`src/rtl/piso_to_sipo_pkg.sv`:
```
// ---------------------------------------------------------------------------
// piso_to_sipo_pkg
// Shared types and constants for the parallel-in / serial-link / parallel-out
// loopback channel.
//   link_state_e  : transmit FSM state (IDLE, SHIFT)
//   DEFAULT_WIDTH : default word width in bits
// ---------------------------------------------------------------------------
package piso_to_sipo_pkg;

    typedef enum logic {
        IDLE  = 1'b0,
        SHIFT = 1'b1
    } link_state_e;

    localparam int DEFAULT_WIDTH = 16;

endpackage : piso_to_sipo_pkg

```
`src/rtl/piso_to_sipo_if.sv`:
```
// ---------------------------------------------------------------------------
// piso_to_sipo_if
// Word-level bus of the loopback channel.
//   pin        : parallel word offered for transmission
//   load       : pin is valid this cycle
//   ready      : transmit stage accepts a word when load && ready
//   pout       : last fully received word
//   pout_valid : one-cycle strobe, pout was updated on the preceding edge
// Modports:
//   master : the word producer / consumer (drives pin and load)
//   slave  : the channel itself
// ---------------------------------------------------------------------------
interface piso_to_sipo_if
    import piso_to_sipo_pkg::*;
#(
    parameter int WIDTH = DEFAULT_WIDTH
);

    logic [WIDTH-1:0] pin;
    logic             load;
    logic             ready;
    logic [WIDTH-1:0] pout;
    logic             pout_valid;

    modport master (
        output pin,
        output load,
        input  ready,
        input  pout,
        input  pout_valid
    );

    modport slave (
        input  pin,
        input  load,
        output ready,
        output pout,
        output pout_valid
    );

endinterface : piso_to_sipo_if

```
`src/rtl/sipo_rx.sv`:
```
// ---------------------------------------------------------------------------
// sipo_rx
// Receive half of the loopback channel: collects the serial line LSB-first
// and publishes the completed word with a one-cycle valid strobe.
// Ports:
//   clk          : clock, rising edge
//   rst          : asynchronous active-low reset
//   serial_i     : current bit on the serial line
//   shiftEn_i    : a bit is on the line this cycle (transmitter in SHIFT)
//   lastBit_i    : this cycle carries the final bit of the word
//   pout_o       : last completed word, held until the next completion
//   poutValid_o  : pulses for one cycle after pout_o is updated
// ---------------------------------------------------------------------------
module sipo_rx
    import piso_to_sipo_pkg::*;
#(
    parameter int WIDTH = DEFAULT_WIDTH
) (
    input  logic             clk,
    input  logic             rst,
    input  logic             serial_i,
    input  logic             shiftEn_i,
    input  logic             lastBit_i,
    output logic [WIDTH-1:0] pout_o,
    output logic             poutValid_o
);

    // Only the WIDTH-1 most recent bits need storing: the final bit is taken
    // straight off the line on the completing edge.
    logic [WIDTH-2:0] rxShreg_q, rxShreg_d;
    logic [WIDTH-1:0] assembled;
    logic [WIDTH-1:0] pout_q, pout_d;
    logic             poutValid_q, poutValid_d;

    // New bits enter at the top so the first (LSB) bit ends up at bit 0.
    always_comb begin
        assembled   = {serial_i, rxShreg_q};
        rxShreg_d   = rxShreg_q;
        pout_d      = pout_q;
        poutValid_d = 1'b0;
        if (shiftEn_i) begin
            rxShreg_d = assembled[WIDTH-1:1];
            if (lastBit_i) begin
                pout_d      = assembled;
                poutValid_d = 1'b1;
            end
        end
    end

    always_ff @(posedge clk or negedge rst) begin
        if (!rst) begin
            rxShreg_q   <= '0;
            pout_q      <= '0;
            poutValid_q <= 1'b0;
        end else begin
            rxShreg_q   <= rxShreg_d;
            pout_q      <= pout_d;
            poutValid_q <= poutValid_d;
        end
    end

    assign pout_o      = pout_q;
    assign poutValid_o = poutValid_q;

endmodule : sipo_rx

```
`src/rtl/piso_to_sipo.sv`:
```
// ---------------------------------------------------------------------------
// piso_to_sipo
// Parallel-in, serial-link, parallel-out loopback channel. A word accepted
// on the link bus is shifted LSB-first onto an internal one-bit line and
// reassembled by sipo_rx, appearing on pout one cycle after the WIDTH-th
// shift edge. A new word may be accepted on the final shift edge so that
// back-to-back words stream without an idle bubble.
// Ports:
//   clk        : clock, rising edge
//   rst        : asynchronous active-low reset
//   link       : word bus (pin/load/ready/pout/pout_valid), slave side
//   serial_out : current bit on the internal serial line
//   busy       : a word is in flight
// ---------------------------------------------------------------------------
module piso_to_sipo
    import piso_to_sipo_pkg::*;
#(
    parameter int WIDTH = DEFAULT_WIDTH
) (
    input  logic          clk,
    input  logic          rst,
    piso_to_sipo_if.slave link,
    output logic          serial_out,
    output logic          busy
);

    localparam int            CW       = $clog2(WIDTH);
    localparam logic [CW-1:0] LAST_CNT = CW'(WIDTH - 1);

    link_state_e      state_q, state_d;
    logic [WIDTH-1:0] txShreg_q, txShreg_d;
    logic [CW-1:0]    cnt_q, cnt_d;
    logic             serialBit;
    logic             lastBit;
    logic             shiftEn;
    logic             readyInt;
    logic [WIDTH-1:0] poutInt;
    logic             poutValidInt;

    assign lastBit = (cnt_q == LAST_CNT);
    assign shiftEn = (state_q == SHIFT);

    // Transmit FSM. On the last bit of a word the channel is ready again,
    // so a waiting word is loaded directly and SHIFT continues uninterrupted.
    always_comb begin
        state_d   = state_q;
        txShreg_d = txShreg_q;
        cnt_d     = cnt_q;
        readyInt  = 1'b0;
        serialBit = 1'b0;
        case (state_q)
            IDLE: begin
                readyInt = 1'b1;
                if (link.load) begin
                    txShreg_d = link.pin;
                    cnt_d     = '0;
                    state_d   = SHIFT;
                end
            end
            SHIFT: begin
                serialBit = txShreg_q[0];
                txShreg_d = txShreg_q >> 1;
                cnt_d     = cnt_q + CW'(1);
                if (lastBit) begin
                    readyInt = 1'b1;
                    cnt_d    = '0;
                    if (link.load) begin
                        txShreg_d = link.pin;
                    end else begin
                        state_d = IDLE;
                    end
                end
            end
            default: begin
                state_d = IDLE;
            end
        endcase
    end

    always_ff @(posedge clk or negedge rst) begin
        if (!rst) begin
            state_q   <= IDLE;
            txShreg_q <= '0;
            cnt_q     <= '0;
        end else begin
            state_q   <= state_d;
            txShreg_q <= txShreg_d;
            cnt_q     <= cnt_d;
        end
    end

    sipo_rx #(
        .WIDTH (WIDTH)
    ) uRx (
        .clk         (clk),
        .rst         (rst),
        .serial_i    (serialBit),
        .shiftEn_i   (shiftEn),
        .lastBit_i   (lastBit),
        .pout_o      (poutInt),
        .poutValid_o (poutValidInt)
    );

    assign link.ready      = readyInt;
    assign link.pout       = poutInt;
    assign link.pout_valid = poutValidInt;
    assign serial_out      = serialBit;
    assign busy            = shiftEn;

endmodule : piso_to_sipo

```
`src/flat_wrapper.sv`:
```
// flat-port wrapper written by rule: the top's interface ports become plain ports
module piso_to_sipo_flat import piso_to_sipo_pkg::*;
#(
    parameter int WIDTH = DEFAULT_WIDTH
)
  (clk, rst, serial_out, busy, link_pin, link_load, link_ready, link_pout, link_pout_valid);
  piso_to_sipo_if #(.WIDTH(WIDTH)) link_i ();
  input  logic clk;
  input  logic rst;
  output logic serial_out;
  output logic busy;
  input wire logic [$bits(link_i.pin)-1:0] link_pin;
  input wire logic [$bits(link_i.load)-1:0] link_load;
  output wire logic [$bits(link_i.ready)-1:0] link_ready;
  output wire logic [$bits(link_i.pout)-1:0] link_pout;
  output wire logic [$bits(link_i.pout_valid)-1:0] link_pout_valid;
  assign link_i.pin = link_pin;
  assign link_i.load = link_load;
  assign link_ready = link_i.ready;
  assign link_pout = link_i.pout;
  assign link_pout_valid = link_i.pout_valid;
  piso_to_sipo #(.WIDTH(WIDTH)) u_core (.clk(clk), .rst(rst), .link(link_i), .serial_out(serial_out), .busy(busy));
endmodule
```
`config.mk`:
```
export PLATFORM = sky130hd
export DESIGN_NAME = piso_to_sipo_flat
export DESIGN_NICKNAME = d
export VERILOG_FILES = /design/src/rtl/piso_to_sipo_pkg.sv /design/src/rtl/piso_to_sipo_if.sv /design/src/rtl/sipo_rx.sv /design/src/rtl/piso_to_sipo.sv /design/src/flat_wrapper.sv
export SDC_FILE = /design/constraint.sdc
export NUM_CORES = 1
export LEC_CHECK = 0
export ABC_AREA = 1
export BUFFER_PORTS_ARGS = -buffer_cell sky130_fd_sc_hd__buf_2
export CAP_MARGIN = 20
export CELL_PAD_IN_SITES_DETAIL_PLACEMENT = 0
export CELL_PAD_IN_SITES_GLOBAL_PLACEMENT = 1
export CORE_MARGIN = 5
export CORE_UTILIZATION = 37
export CTS_CLUSTER_DIAMETER = 80
export DETAILED_ROUTE_END_ITERATION = 12
export GPL_ROUTABILITY_DRIVEN = 0
export GPL_TIMING_DRIVEN = 0
export PLACE_DENSITY_LB_ADDON = 0.05
export SLEW_MARGIN = 25
export SYNTH_ARGS = -nofsm -noshare
export SYNTH_HDL_FRONTEND = slang
export SYNTH_SLANG_ARGS = --single-unit
export TNS_END_PERCENT = 100
```
`constraint.sdc`:
```
create_clock -name clk -period 1.2 [get_ports clk]
set_input_delay 0.12 -clock clk [delete_from_list [all_inputs] [get_ports clk]]
set_output_delay 0.12 -clock clk [all_outputs]
set_load 0.005 [all_outputs]
```
==> run summary <==
The flow ran to the end, but the final reports show violations. The checks that failed: negative setup slack. The min-delay analysis places its worst path in the category in -> reg. Timing would allow up to 0.740 GHz.

The count of cells along the worst hold path is 3. The endpoint identified for the worst register-to-register timing path is u_core.uRx.pout_o[15]. The number of primary I/O pins is 39. The kind of end point of the critical path is a register. Dividing the detail-routed wire length by the instance count gives 13.6 um. The classification of the worst setup path is reg -> reg. The number of clock buffers added by TritonCTS is 5. The worst-case vdd ir drop came out at 882 uV. The via count of the first global-routing pass came to 2,178. The final hold violation count is 0. The floorplan step set the die height to 92.5 um. The worst reg2reg path startpoint is u_core.cnt_q[0]. No sink is reached through more buffers than the 2 on the longest clock path. Final hold analysis gives a worst-case slack of 0.0793 ns.

For this configuration, the core starts out at a cell density of 0.375. The clock sink count is 53. The HPWL after detailed placement is 4090 um. For this run, the register share of the synthesized area comes to 0.526. The flop-to-flop setup slack is -0.15 ns.

The total routed wirelength came out at 6340 um. The number of design rule violations left after detail routing came out at 0. The port buffer count is 37. Compared with the post-synthesis result, the final layout area differs by 23.1%. Following the worst setup path forward leads to its endpoint at u_core.uRx.pout_o[15]. On the worst path, the slowest cell contributes a delay of 0.40 ns.

In the global route stage, overall resource usage came out at 0.156. The share of layout cells above drive strength 1 came out at 0.213. The number of instances in the synthesized netlist came out at 329. Setup repair after global routing could not meet its margin everywhere. Clock-pin slew was measured on the worst setup and hold paths at 0.09 ns. The layout net count came out at 405.

The leakage power summed over all cells came out at 1.66 nW. Adding up every negative setup slack in the final design gives -3.16 ns. The root buffer cell is clkbuf_8. The critical path starts at u_core.cnt_q[0]. The portion of the clock cycle consumed by the worst path in the final layout came out at 1.13. The relative max-transition margin came out at 0.547. The number of pins with negative max-slew slack in the final report came out at 0. The arrival time at the worst endpoint is 1.60 ns.

The initial antenna violation count is 0. Synthesis produced a netlist with a net count of 349. The shortest period the worst path allows came out at 1.35 ns. The first global-routing pass estimated 10,600 um of wire. The number of max-capacitance violations reported came out at 0.

The later-pin clock latency in the skew report is 0.30 ns. The summed instance area of the synthesized netlist is 2520 um2. The detailed-route via count is 2,216.

Walking the worst path, the cells encountered are ha_4 > nand3_4 > nor2_4 > buf_6 > buf_6 > nand2_1 > nand2_1. With fillers left out, the area of the finished cells amounts to 3100 um2. The distinct cell type count after synthesis came out at 18. TritonCTS built the clock tree. The depth of the CTS H-tree is 2. The row count came out at 30. The placed standard-cell area came out at 2830 um2. In this run the remaining antenna-violating nets after routing total 0. The core region area is 6720 um2. The post-layout worst setup margin came out at -0.150 ns. The largest clock skew in the final design is 0.00628 ns. The top fanout value on the critical path came out at 10.

The startpoint kind of the worst setup timing path is a register. During synthesis, Yosys emitted a total of 0 warnings. The first detailed-routing pass took 4 iterations. Among all stages on the critical path, the largest delay is contributed by dfrtp_1. The number of diodes came out at 0. The pin count of the biggest net entering global routing came out at 54.

The post-detailed-route via-to-cell ratio is 4.77. The actual slew at the worst max-slew pin is 0.679 ns. The die width came out at 92.5 um. The synthesized area per cell is 7.66 um2. Setup violations remaining at the end of the flow were counted as 34. The total power divided by cell area came out at 2180 nW/um2. The DRC violation total after the first TritonRoute iteration came out at 121. The total overflow left after global routing is 0.

The endpoint required time on the critical path came out at 1.45 ns. The number of flip-flops and latches in the synthesized netlist is 53. For the worst flop-to-flop path, the logic depth is 7.

The area of the die is 8560 um2.
power breakdown:
| part | total (W) | switching [W] | internal [W] |
|---|---|---|---|
| Combinational | 0.00257 | 0.00137 | 0.00120 |
| Clock | 0.00118 | 0.000570 | 0.000607 |
| Sequential | 0.00303 | 0.000493 | 0.00253 |
| Total | 0.00677 | 0.00243 | 0.00434 |
cells in the final DEF, fill, tap and decap left out, types with 3 or more instances in the layout:
| master | count |
|---|---|
| buf_2 | 37 |
| nor2_1 | 7 |
| buf_4 | 15 |
| nand2_1 | 167 |
| o21ai_0 | 20 |
| nand3_1 | 31 |
| buf_6 | 8 |
| clkbuf_8 | 5 |
| a21oi_1 | 8 |
| inv_1 | 12 |
| dfrtp_1 | 52 |
| clkbuf_2 | 3 |
Yosys cell counts:
master	instances	area share
nand2_1	168	0.25
dfrtp_1	53	0.53
nand3_1	32	0.064
o21ai_0	23	0.046
inv_1	12	0.018
a21oi_1	8	0.016
clkbuf_1	7	0.010
nor2_1	7	0.010
buf_2	5	0.0099
buf_4	4	0.012
buf_6	2	0.0089
nor2_4	2	0.0089
a22o_1	1	0.0035
ha_1	1	0.0050
inv_2	1	0.0015
nand3_2	1	0.0040
or2_0	1	0.0025
xor2_1	1	0.0035
state kept, by name, indices dropped and copies added, names as in the netlist:
register and flops:
u_core.txShreg_q 16, u_core.uRx.pout_o 16, u_core.uRx.rxShreg_q 15, u_core.cnt_q 4
u_core.busy 1, u_core.uRx.poutValid_o 1
worst max-delay path, delay by kind of cell, from the launching register on:
| kind | cells | cell delay, ns |
|---|---|---|
| AND/OR/NAND/NOR | 4 | 0.40 |
| buffers and inverters | 2 | 0.32 |
| adder cells (fa/ha/maj) | 1 | 0.16 |
| flip-flops | 1 | 0.40 |
cells by family (layout without fill, tap and decap cells):
kind of cell / after synthesis / count (layout) / share of synthesized area
flip-flops: 53 / 53 / 0.526
buffers and inverters: 31 / 87 / 0.0606
XOR/XNOR: 1 / 1 / 0.00348
AO/OA/AOI/OAI: 32 / 32 / 0.0650
AND/OR/NAND/NOR: 211 / 211 / 0.340
adder cells (fa/ha/maj): 1 / 1 / 0.00496
per-stage QoR:
| step | worst slack, ns | total power, W | utilization | instances |
|---|---|---|---|---|
| 2_1_floorplan | 0.0131 | 0.00452 | - | 329 |
| 3_3_place_gp | -0.339 | 0.00532 | 0.421 | 446 |
| 3_5_place_dp | -0.323 | 0.00535 | 0.421 | 446 |
| 4_1_cts | -0.167 | 0.00673 | 0.453 | 462 |
| 5_1_grt | -0.244 | 0.00741 | 0.462 | 465 |
| 6_report | -0.150 | 0.00677 | 0.462 | 465 |
worst min path at each step:
stage,start,to,slack [ns]
2_1_floorplan,rst,u_core.busy,-0.18
3_3_place_gp,link_pin[15],u_core.txShreg_q[15],0.40
3_5_place_dp,rst,u_core.txShreg_q[3],0.21
4_1_cts,link_pin[15],u_core.txShreg_q[15],0.08
5_1_grt,link_pin[15],u_core.txShreg_q[15],0.08
6_report,link_pin[15],u_core.txShreg_q[15],0.08
cell type report:
type | count | area [um2]
inverters | 13 | 51.3
well taps | 80 | 100
flip-flops and latches | 53 | 1330
repair buffers | 49 | 300
fillers | 700 | 3620
clock buffers | 5 | 68.8
clock inverters | 2 | 35.0
plain buffers | 18 | 143
multi-input cells | 245 | 1080
timing repair:
item / 4_1_cts / 5_1_grt
endpoints found under the hold margin: 53 / 0
endpoints found under the setup margin: 53 / 41
buffers inserted: 8 / 3
hold buffers: 1 / 0
gates resized for setup: 14 / 18
pin swaps: 2 / 1
per-layer routing:
layer  routed length, um  GRT usage  share of wire
met2                2940      0.257           0.46
met3                 186     0.0252          0.029
met1                3160      0.214           0.50
met5                   0          0              0
met4                  57     0.0396         0.0090
No activity file was read; power rests on OpenSTA's default activity.
